File: src/rtl/usb_dev_protocol_fsm_if.sv
// Packet, transmit and endpoint-data bundle for the device-side USB protocol engine.
// The slave modport is the engine's view; the master modport is the surrounding logic.
interface usb_dev_protocol_fsm_if;
  logic        pkt_valid;
  logic [3:0]  pkt_pid;
  logic [6:0]  pkt_addr;
  logic [3:0]  pkt_endp;
  logic [63:0] pkt_data;
  logic        pkt_corrupted;
  logic        tx_ready;
  logic        tx_valid;
  logic [3:0]  tx_pid;
  logic [63:0] tx_data;
  logic        in_data_valid;
  logic [63:0] in_data;
  logic        in_data_taken;
  logic        out_data_valid;
  logic [63:0] out_data;
  logic [3:0]  out_endp;
  logic        busy;
  logic        abort;

  modport slave (
    input  pkt_valid, pkt_pid, pkt_addr, pkt_endp, pkt_data, pkt_corrupted,
    input  tx_ready, in_data_valid, in_data,
    output tx_valid, tx_pid, tx_data, in_data_taken,
    output out_data_valid, out_data, out_endp, busy, abort
  );

  modport master (
    output pkt_valid, pkt_pid, pkt_addr, pkt_endp, pkt_data, pkt_corrupted,
    output tx_ready, in_data_valid, in_data,
    input  tx_valid, tx_pid, tx_data, in_data_taken,
    input  out_data_valid, out_data, out_endp, busy, abort
  );
endinterface

File: src/rtl/usb_dev_protocol_fsm.sv
// Device-side USB protocol engine: answers OUT/IN tokens, ACKs/NAKs OUT data,
// sources IN data with retry/timeout, and reports payloads to the endpoint logic.
// Optional: define USB_DEV_STALL_EN to add stall_endp[15:0]; tokens to a stalled
// endpoint are then answered with STALL and no data is exchanged.
module usb_dev_protocol_fsm #(
  parameter int unsigned TIMEOUT_CYCLES = 20,
  parameter int unsigned MAX_RETRIES    = 8
) (
  input  logic                 clk,
  input  logic                 rst_L,
  input  logic [6:0]           my_addr,
`ifdef USB_DEV_STALL_EN
  input  logic [15:0]          stall_endp,
`endif
  usb_dev_protocol_fsm_if.slave bus
);

  localparam logic [3:0]  PID_OUT   = 4'b0001;
  localparam logic [3:0]  PID_IN    = 4'b1001;
  localparam logic [3:0]  PID_DATA0 = 4'b0011;
  localparam logic [3:0]  PID_ACK   = 4'b0010;
  localparam logic [3:0]  PID_NAK   = 4'b1010;
  localparam logic [3:0]  PID_STALL = 4'b1110;
  localparam logic [19:0] TMO       = 20'(TIMEOUT_CYCLES);
  localparam logic [3:0]  RMAX      = 4'(MAX_RETRIES);

  typedef enum logic [2:0] {IDLE, W_DATA, S_DATA, W_ACK, S_HS} state_t;

  state_t      state;
  state_t      ret_state;
  logic [19:0] timer;
  logic [3:0]  retry;
  logic [63:0] payload;

  logic addr_hit;
  logic clean_hit;
  logic is_out_tok;
  logic is_in_tok;
  logic stall_hit;
  logic retry_ok;
  logic timed_out;

  function automatic logic [19:0] sat_inc_timer(input logic [19:0] v);
    return (v == 20'hFFFFF) ? v : v + 20'd1;
  endfunction

  function automatic logic [3:0] sat_inc_retry(input logic [3:0] v);
    return (v == 4'hF) ? v : v + 4'd1;
  endfunction

  // Packet qualification: address filter first, corruption excludes tokens/handshakes
  assign addr_hit   = bus.pkt_valid && (bus.pkt_addr == my_addr);
  assign clean_hit  = addr_hit && !bus.pkt_corrupted;
  assign is_out_tok = clean_hit && (bus.pkt_pid == PID_OUT);
  assign is_in_tok  = clean_hit && (bus.pkt_pid == PID_IN);
  assign retry_ok   = (retry < RMAX);
  assign timed_out  = (timer == TMO);

`ifdef USB_DEV_STALL_EN
  assign stall_hit = stall_endp[bus.pkt_endp];
`else
  assign stall_hit = 1'b0;
`endif

  // Protocol FSM with all outputs registered; pulses default low every cycle
  always_ff @(posedge clk or negedge rst_L) begin
    if (!rst_L) begin
      state              <= IDLE;
      ret_state          <= IDLE;
      timer              <= '0;
      retry              <= '0;
      payload            <= '0;
      bus.tx_valid       <= 1'b0;
      bus.tx_pid         <= '0;
      bus.tx_data        <= '0;
      bus.in_data_taken  <= 1'b0;
      bus.out_data_valid <= 1'b0;
      bus.out_data       <= '0;
      bus.out_endp       <= '0;
      bus.busy           <= 1'b0;
      bus.abort          <= 1'b0;
    end else begin
      bus.in_data_taken  <= 1'b0;
      bus.out_data_valid <= 1'b0;
      bus.abort          <= 1'b0;
      case (state)
        IDLE: begin
          if (is_out_tok || is_in_tok) begin
            bus.busy <= 1'b1;
            if (stall_hit) begin
              bus.tx_valid <= 1'b1;
              bus.tx_pid   <= PID_STALL;
              bus.tx_data  <= '0;
              ret_state    <= IDLE;
              state        <= S_HS;
            end else if (is_out_tok) begin
              bus.out_endp <= bus.pkt_endp;
              timer        <= '0;
              retry        <= '0;
              state        <= W_DATA;
            end else if (bus.in_data_valid) begin
              bus.out_endp <= bus.pkt_endp;
              payload      <= bus.in_data;
              timer        <= '0;
              retry        <= '0;
              bus.tx_valid <= 1'b1;
              bus.tx_pid   <= PID_DATA0;
              bus.tx_data  <= bus.in_data;
              state        <= S_DATA;
            end else begin
              bus.tx_valid <= 1'b1;
              bus.tx_pid   <= PID_NAK;
              bus.tx_data  <= '0;
              ret_state    <= IDLE;
              state        <= S_HS;
            end
          end
        end
        W_DATA: begin
          if (addr_hit && (bus.pkt_pid == PID_DATA0)) begin
            if (!bus.pkt_corrupted) begin
              bus.out_data       <= bus.pkt_data;
              bus.out_data_valid <= 1'b1;
              bus.tx_valid       <= 1'b1;
              bus.tx_pid         <= PID_ACK;
              bus.tx_data        <= '0;
              ret_state          <= IDLE;
              state              <= S_HS;
            end else if (retry_ok) begin
              retry        <= sat_inc_retry(retry);
              timer        <= '0;
              bus.tx_valid <= 1'b1;
              bus.tx_pid   <= PID_NAK;
              bus.tx_data  <= '0;
              ret_state    <= W_DATA;
              state        <= S_HS;
            end else begin
              bus.abort <= 1'b1;
              bus.busy  <= 1'b0;
              state     <= IDLE;
            end
          end else if (!bus.pkt_valid) begin
            if (!timed_out) begin
              timer <= sat_inc_timer(timer);
            end else if (retry_ok) begin
              retry <= sat_inc_retry(retry);
              timer <= '0;
            end else begin
              bus.abort <= 1'b1;
              bus.busy  <= 1'b0;
              state     <= IDLE;
            end
          end
        end
        S_DATA: begin
          if (bus.tx_ready) begin
            bus.tx_valid <= 1'b0;
            bus.tx_pid   <= '0;
            bus.tx_data  <= '0;
            timer        <= '0;
            state        <= W_ACK;
          end
        end
        W_ACK: begin
          if (clean_hit && (bus.pkt_pid == PID_ACK)) begin
            bus.in_data_taken <= 1'b1;
            bus.busy          <= 1'b0;
            state             <= IDLE;
          end else if ((addr_hit && (bus.pkt_corrupted || bus.pkt_pid == PID_NAK)) ||
                       (!bus.pkt_valid && timed_out)) begin
            if (retry_ok) begin
              retry        <= sat_inc_retry(retry);
              bus.tx_valid <= 1'b1;
              bus.tx_pid   <= PID_DATA0;
              bus.tx_data  <= payload;
              state        <= S_DATA;
            end else begin
              bus.abort <= 1'b1;
              bus.busy  <= 1'b0;
              state     <= IDLE;
            end
          end else if (!bus.pkt_valid) begin
            timer <= sat_inc_timer(timer);
          end
        end
        S_HS: begin
          if (bus.tx_ready) begin
            bus.tx_valid <= 1'b0;
            bus.tx_pid   <= '0;
            bus.tx_data  <= '0;
            bus.busy     <= (ret_state != IDLE);
            state        <= ret_state;
          end
        end
        default: begin
          bus.busy <= 1'b0;
          state    <= IDLE;
        end
      endcase
    end
  end

endmodule

File: src/flat_wrapper.sv
// flat-port wrapper written by rule: the top's interface ports become plain ports
module usb_dev_protocol_fsm_flat 
#(
  parameter int unsigned TIMEOUT_CYCLES = 20,
  parameter int unsigned MAX_RETRIES    = 8
)
  (clk, rst_L, my_addr, bus_pkt_valid, bus_pkt_pid, bus_pkt_addr, bus_pkt_endp, bus_pkt_data, bus_pkt_corrupted, bus_tx_ready, bus_in_data_valid, bus_in_data, bus_tx_valid, bus_tx_pid, bus_tx_data, bus_in_data_taken, bus_out_data_valid, bus_out_data, bus_out_endp, bus_busy, bus_abort);
  usb_dev_protocol_fsm_if bus_i ();
  input  logic clk;
  input  logic rst_L;
  input  logic [6:0] my_addr;
  input wire logic [$bits(bus_i.pkt_valid)-1:0] bus_pkt_valid;
  input wire logic [$bits(bus_i.pkt_pid)-1:0] bus_pkt_pid;
  input wire logic [$bits(bus_i.pkt_addr)-1:0] bus_pkt_addr;
  input wire logic [$bits(bus_i.pkt_endp)-1:0] bus_pkt_endp;
  input wire logic [$bits(bus_i.pkt_data)-1:0] bus_pkt_data;
  input wire logic [$bits(bus_i.pkt_corrupted)-1:0] bus_pkt_corrupted;
  input wire logic [$bits(bus_i.tx_ready)-1:0] bus_tx_ready;
  input wire logic [$bits(bus_i.in_data_valid)-1:0] bus_in_data_valid;
  input wire logic [$bits(bus_i.in_data)-1:0] bus_in_data;
  output wire logic [$bits(bus_i.tx_valid)-1:0] bus_tx_valid;
  output wire logic [$bits(bus_i.tx_pid)-1:0] bus_tx_pid;
  output wire logic [$bits(bus_i.tx_data)-1:0] bus_tx_data;
  output wire logic [$bits(bus_i.in_data_taken)-1:0] bus_in_data_taken;
  output wire logic [$bits(bus_i.out_data_valid)-1:0] bus_out_data_valid;
  output wire logic [$bits(bus_i.out_data)-1:0] bus_out_data;
  output wire logic [$bits(bus_i.out_endp)-1:0] bus_out_endp;
  output wire logic [$bits(bus_i.busy)-1:0] bus_busy;
  output wire logic [$bits(bus_i.abort)-1:0] bus_abort;
  assign bus_i.pkt_valid = bus_pkt_valid;
  assign bus_i.pkt_pid = bus_pkt_pid;
  assign bus_i.pkt_addr = bus_pkt_addr;
  assign bus_i.pkt_endp = bus_pkt_endp;
  assign bus_i.pkt_data = bus_pkt_data;
  assign bus_i.pkt_corrupted = bus_pkt_corrupted;
  assign bus_i.tx_ready = bus_tx_ready;
  assign bus_i.in_data_valid = bus_in_data_valid;
  assign bus_i.in_data = bus_in_data;
  assign bus_tx_valid = bus_i.tx_valid;
  assign bus_tx_pid = bus_i.tx_pid;
  assign bus_tx_data = bus_i.tx_data;
  assign bus_in_data_taken = bus_i.in_data_taken;
  assign bus_out_data_valid = bus_i.out_data_valid;
  assign bus_out_data = bus_i.out_data;
  assign bus_out_endp = bus_i.out_endp;
  assign bus_busy = bus_i.busy;
  assign bus_abort = bus_i.abort;
  usb_dev_protocol_fsm #(.TIMEOUT_CYCLES(TIMEOUT_CYCLES), .MAX_RETRIES(MAX_RETRIES)) u_core (.clk(clk), .rst_L(rst_L), .my_addr(my_addr), .bus(bus_i));
endmodule
File: config.mk
export PLATFORM = sky130hd
export DESIGN_NAME = usb_dev_protocol_fsm_flat
export DESIGN_NICKNAME = d
export VERILOG_FILES = /design/src/rtl/usb_dev_protocol_fsm_if.sv /design/src/rtl/usb_dev_protocol_fsm.sv /design/src/flat_wrapper.sv
export SDC_FILE = /design/constraint.sdc
export NUM_CORES = 1
export LEC_CHECK = 0
export ABC_AREA = 1
export ABC_CLOCK_PERIOD_IN_PS = 2550
export CAP_MARGIN = 40
export CORE_MARGIN = 5
export CORE_UTILIZATION = 42
export DETAILED_ROUTE_END_ITERATION = 8
export PLACE_DENSITY = 0.7
export SYNTH_ARGS = -nofsm -noshare
export SYNTH_HDL_FRONTEND = slang
export SYNTH_SLANG_ARGS = --single-unit
File: constraint.sdc
create_clock -name clk -period 2.55 [get_ports clk]
set_input_delay 0.765 -clock clk [delete_from_list [all_inputs] [get_ports clk]]
set_output_delay 0.765 -clock clk [all_outputs]
set_load 0.03 [all_outputs]
==> metrics.cfg <==
[routing]
viasPerCell = 5.18
routedWlPerCell_um = 17.2
drt-initial-drc-count = 1050
vias = 11700
dr.pass1.iters = 6
antenna_left = 0
totalWireLength_um = 38900
post-route-drc-count = 0

[grt]
antenna_found_initial = 0
grt_pass1_vias = 11700
grt_util_all_layers = 0.240
grt_overflow_total = 0
grt_max_degree = 75
grt_pass1_wl_um = 62000

[timing]
max_freq_ghz = 0.404
post-route-min-period_ps = 2480
finalCritPeriodShare = 0.971
setup-violations-final = 0
slew_violations = 0
layout_setup_ws_ps = 74.3
setup_tns_ps = 0
hold_viol = 0
grt_setup_unrepaired = no
fin_skew_ps = 27.8

[worst_setup_path]
reg2reg_to = u_core.bus.tx_data[50]
worstPathRequired_ps = 1790
critPathTopFamily = buffers and inverters
critPathCaptureType = output port
reg2reg_slack_ps = 410
slowest_delay_ps = 780
slowest_stage = clkdlybuf4s50_1
cp_cell_sequence = clkdlybuf4s50_1
rr_worst_depth = 12
critical_path_buf_inv_count = 1
endpoint = bus_tx_valid
cp-start-kind = flop
cp_num_cells = 1
critPathLaunch = u_core.bus.tx_valid
worstSetupPathType = flop to output port
crit_arrival_ps = 1710
r2r_start = u_core.timer[0]
cp_max_fo = 3

[worst_hold_path]
min_path_type = input pin to asynchronous set/reset pin

[final_layout]
final-seq-area_um2 = 5810
syn_to_final_growth_pct = 40.4
final_util = 0.598
drive_above_1_share = 0.0793
fillers = 2461
antenna_cells = 0
multi_input_comb_area_um2 = 5330
fin_nets = 2019

[clocking]
cts-root-buf = clkbuf_16
clk_latency_ps = 550
htreeDepth = 1
cts_tree = built
clkTransAtPathRegs_ps = 60
numCtsBuffers = 26
cts_sinks = 232
postCtsHoldBufs = 0
clockBufferDepth = 3

[job]
maxCapViolCount = 0

[die]
rows = 61
coreArea_um2 = 27800
die_h_um = 178
pin_count = 297
die-area_um2 = 31600
start_util = 0.426
die_w_um = 178

[placed_design]
place_ws_ps = -406
io_buffers = 295
gp_congestion = 0.920
dp_hpwl_um = 26700

[synthesis]
synth_fp_nets = 1715
syn_area_per_cell_um2 = 7.60
syn_inst = 1556
yosys_warnings = 0
synth_cell_types = 33
seq_area_frac_synth = 0.491
synth_seq_cells = 232
synth.cell_area_um2 = 11800

[outcome]
status = completed

[power]
p_leak_nw = 8.46
peakVddDrop_mv = 0.631
power.density_nw_per_um2 = 819

[Yosys cell counts (all sizes together)]
master | instances | area, um^2
clkbuf | 46 | 173
o21ai | 24 | 120
or2 | 2 | 12.5
nor3 | 5 | 41.3
a21boi | 1 | 7.51
nand2 | 770 | 2900
buf | 54 | 299
dfrtp | 232 | 5810
clkinv | 1 | 3.75
nor2 | 91 | 372
xnor2 | 6 | 52.6
nand3b | 5 | 37.5
nand3 | 92 | 478
a32o | 64 | 641
xor2 | 9 | 78.8
inv | 67 | 251
ha | 3 | 37.5
a21oi | 6 | 30.0
nand4 | 77 | 482
conb | 1 | 3.75
[timing repair]
| action | 4_1_cts | 5_1_grt |
|---|---|---|
| setup endpoints to repair | 0 | 64 |
| gates resized for setup | 0 | 4 |
| setup buffers | 0 | 2 |
| endpoints found under the hold margin | 0 | 0 |
[cell type report]
type	instances	area share
Timing Repair Buffer	376	0.231
Clock buffer	39	0.0488
Sequential cell	232	0.350
Tap cell	378	0.0285
Multi-Input combinational cell	1156	0.321
Inverter	68	0.0154
Clock inverter	7	0.00497
[where the power goes]
part	switching (mW)	leakage [nW]	internal [mW]
clock	1.57	0.432	2.29
combinational	3.30	4.83	2.11
sequential	0.278	3.19	4.05
[registers in the layout, summed over array words and instances, names as in the netlist]
register and count:
u_core.bus.abort 1, u_core.bus.busy 1, u_core.bus.in_data_taken 1, u_core.bus.out_data 64, u_core.bus.out_data_valid 1, u_core.bus.out_endp 4
u_core.bus.tx_data 64, u_core.bus.tx_pid 3, u_core.bus.tx_valid 1, u_core.payload 64, u_core.ret_state 1, u_core.retry 4
u_core.state 3, u_core.timer 20
[placed cells by master (no fill, tap or decap), drive strengths merged]
master / instances
xor2: 9
or2: 2
xnor2: 6
clkdlybuf4s50: 293
clkinv: 3
clkbuf: 40
buf: 82
nor3: 5
dfrtp: 232
nor2: 91
a21oi: 6
a32o: 64
inv: 68
nand3b: 5
nand4: 77
clkinvlp: 3
ha: 3
nand3: 92
o21ai: 24
nand2: 770
bufinv: 1
a21boi: 1
conb: 1
[routing by layer]
layer / up-vias / global-route usage / part of all wire
met5: - / 0 / 0
met4: 0 / 0.0838 / 0.039
met3: 83 / 0.0658 / 0.088
met2: 477 / 0.396 / 0.47
met1: 5506 / 0.306 / 0.40
li1: 5629 / - / -
[kinds of logic (layout without fill, tap and decap cells)]
group	Yosys count	count (layout)	synth area share
simple gates	1042	1042	0.366
flops	232	232	0.491
buf+inv	168	490	0.0615
compound gates	95	95	0.0675
xor+xnor	15	15	0.0111
fa+ha+maj	3	3	0.00317
other cells	1	1	0.000317
[worst min-delay path by stage]
stage                        endpoint  depth (start not counted)              startpoint  slack, ps
5_1_grt            u_core.payload[46]                          1                   rst_L        120
3_5_place_dp   u_core.bus.tx_data[56]                          2  u_core.bus.tx_data[56]        460
4_1_cts            u_core.payload[46]                          1                   rst_L        110
6_report           u_core.payload[46]                          1                   rst_L        120
2_1_floorplan       u_core.payload[0]                          2       u_core.payload[0]        450
3_3_place_gp   u_core.bus.tx_data[15]                          2  u_core.bus.tx_data[15]        450
[stage by stage]
| step | power [mW] | hold slack [ps] | instances | area (um^2) |
|---|---|---|---|---|
| floorplan | 7.37 | 450 | 1556 | 11800 |
| global placement | 9.68 | 454 | 2207 | 15600 |
| detailed placement | 9.73 | 458 | 2207 | 15600 |
| CTS | 13.6 | 111 | 2253 | 16500 |
| global route | 14.3 | 125 | 2256 | 16600 |
| finish | 13.6 | 116 | 2256 | 16600 |
Note: power is estimated with default switching activity, not from simulation.
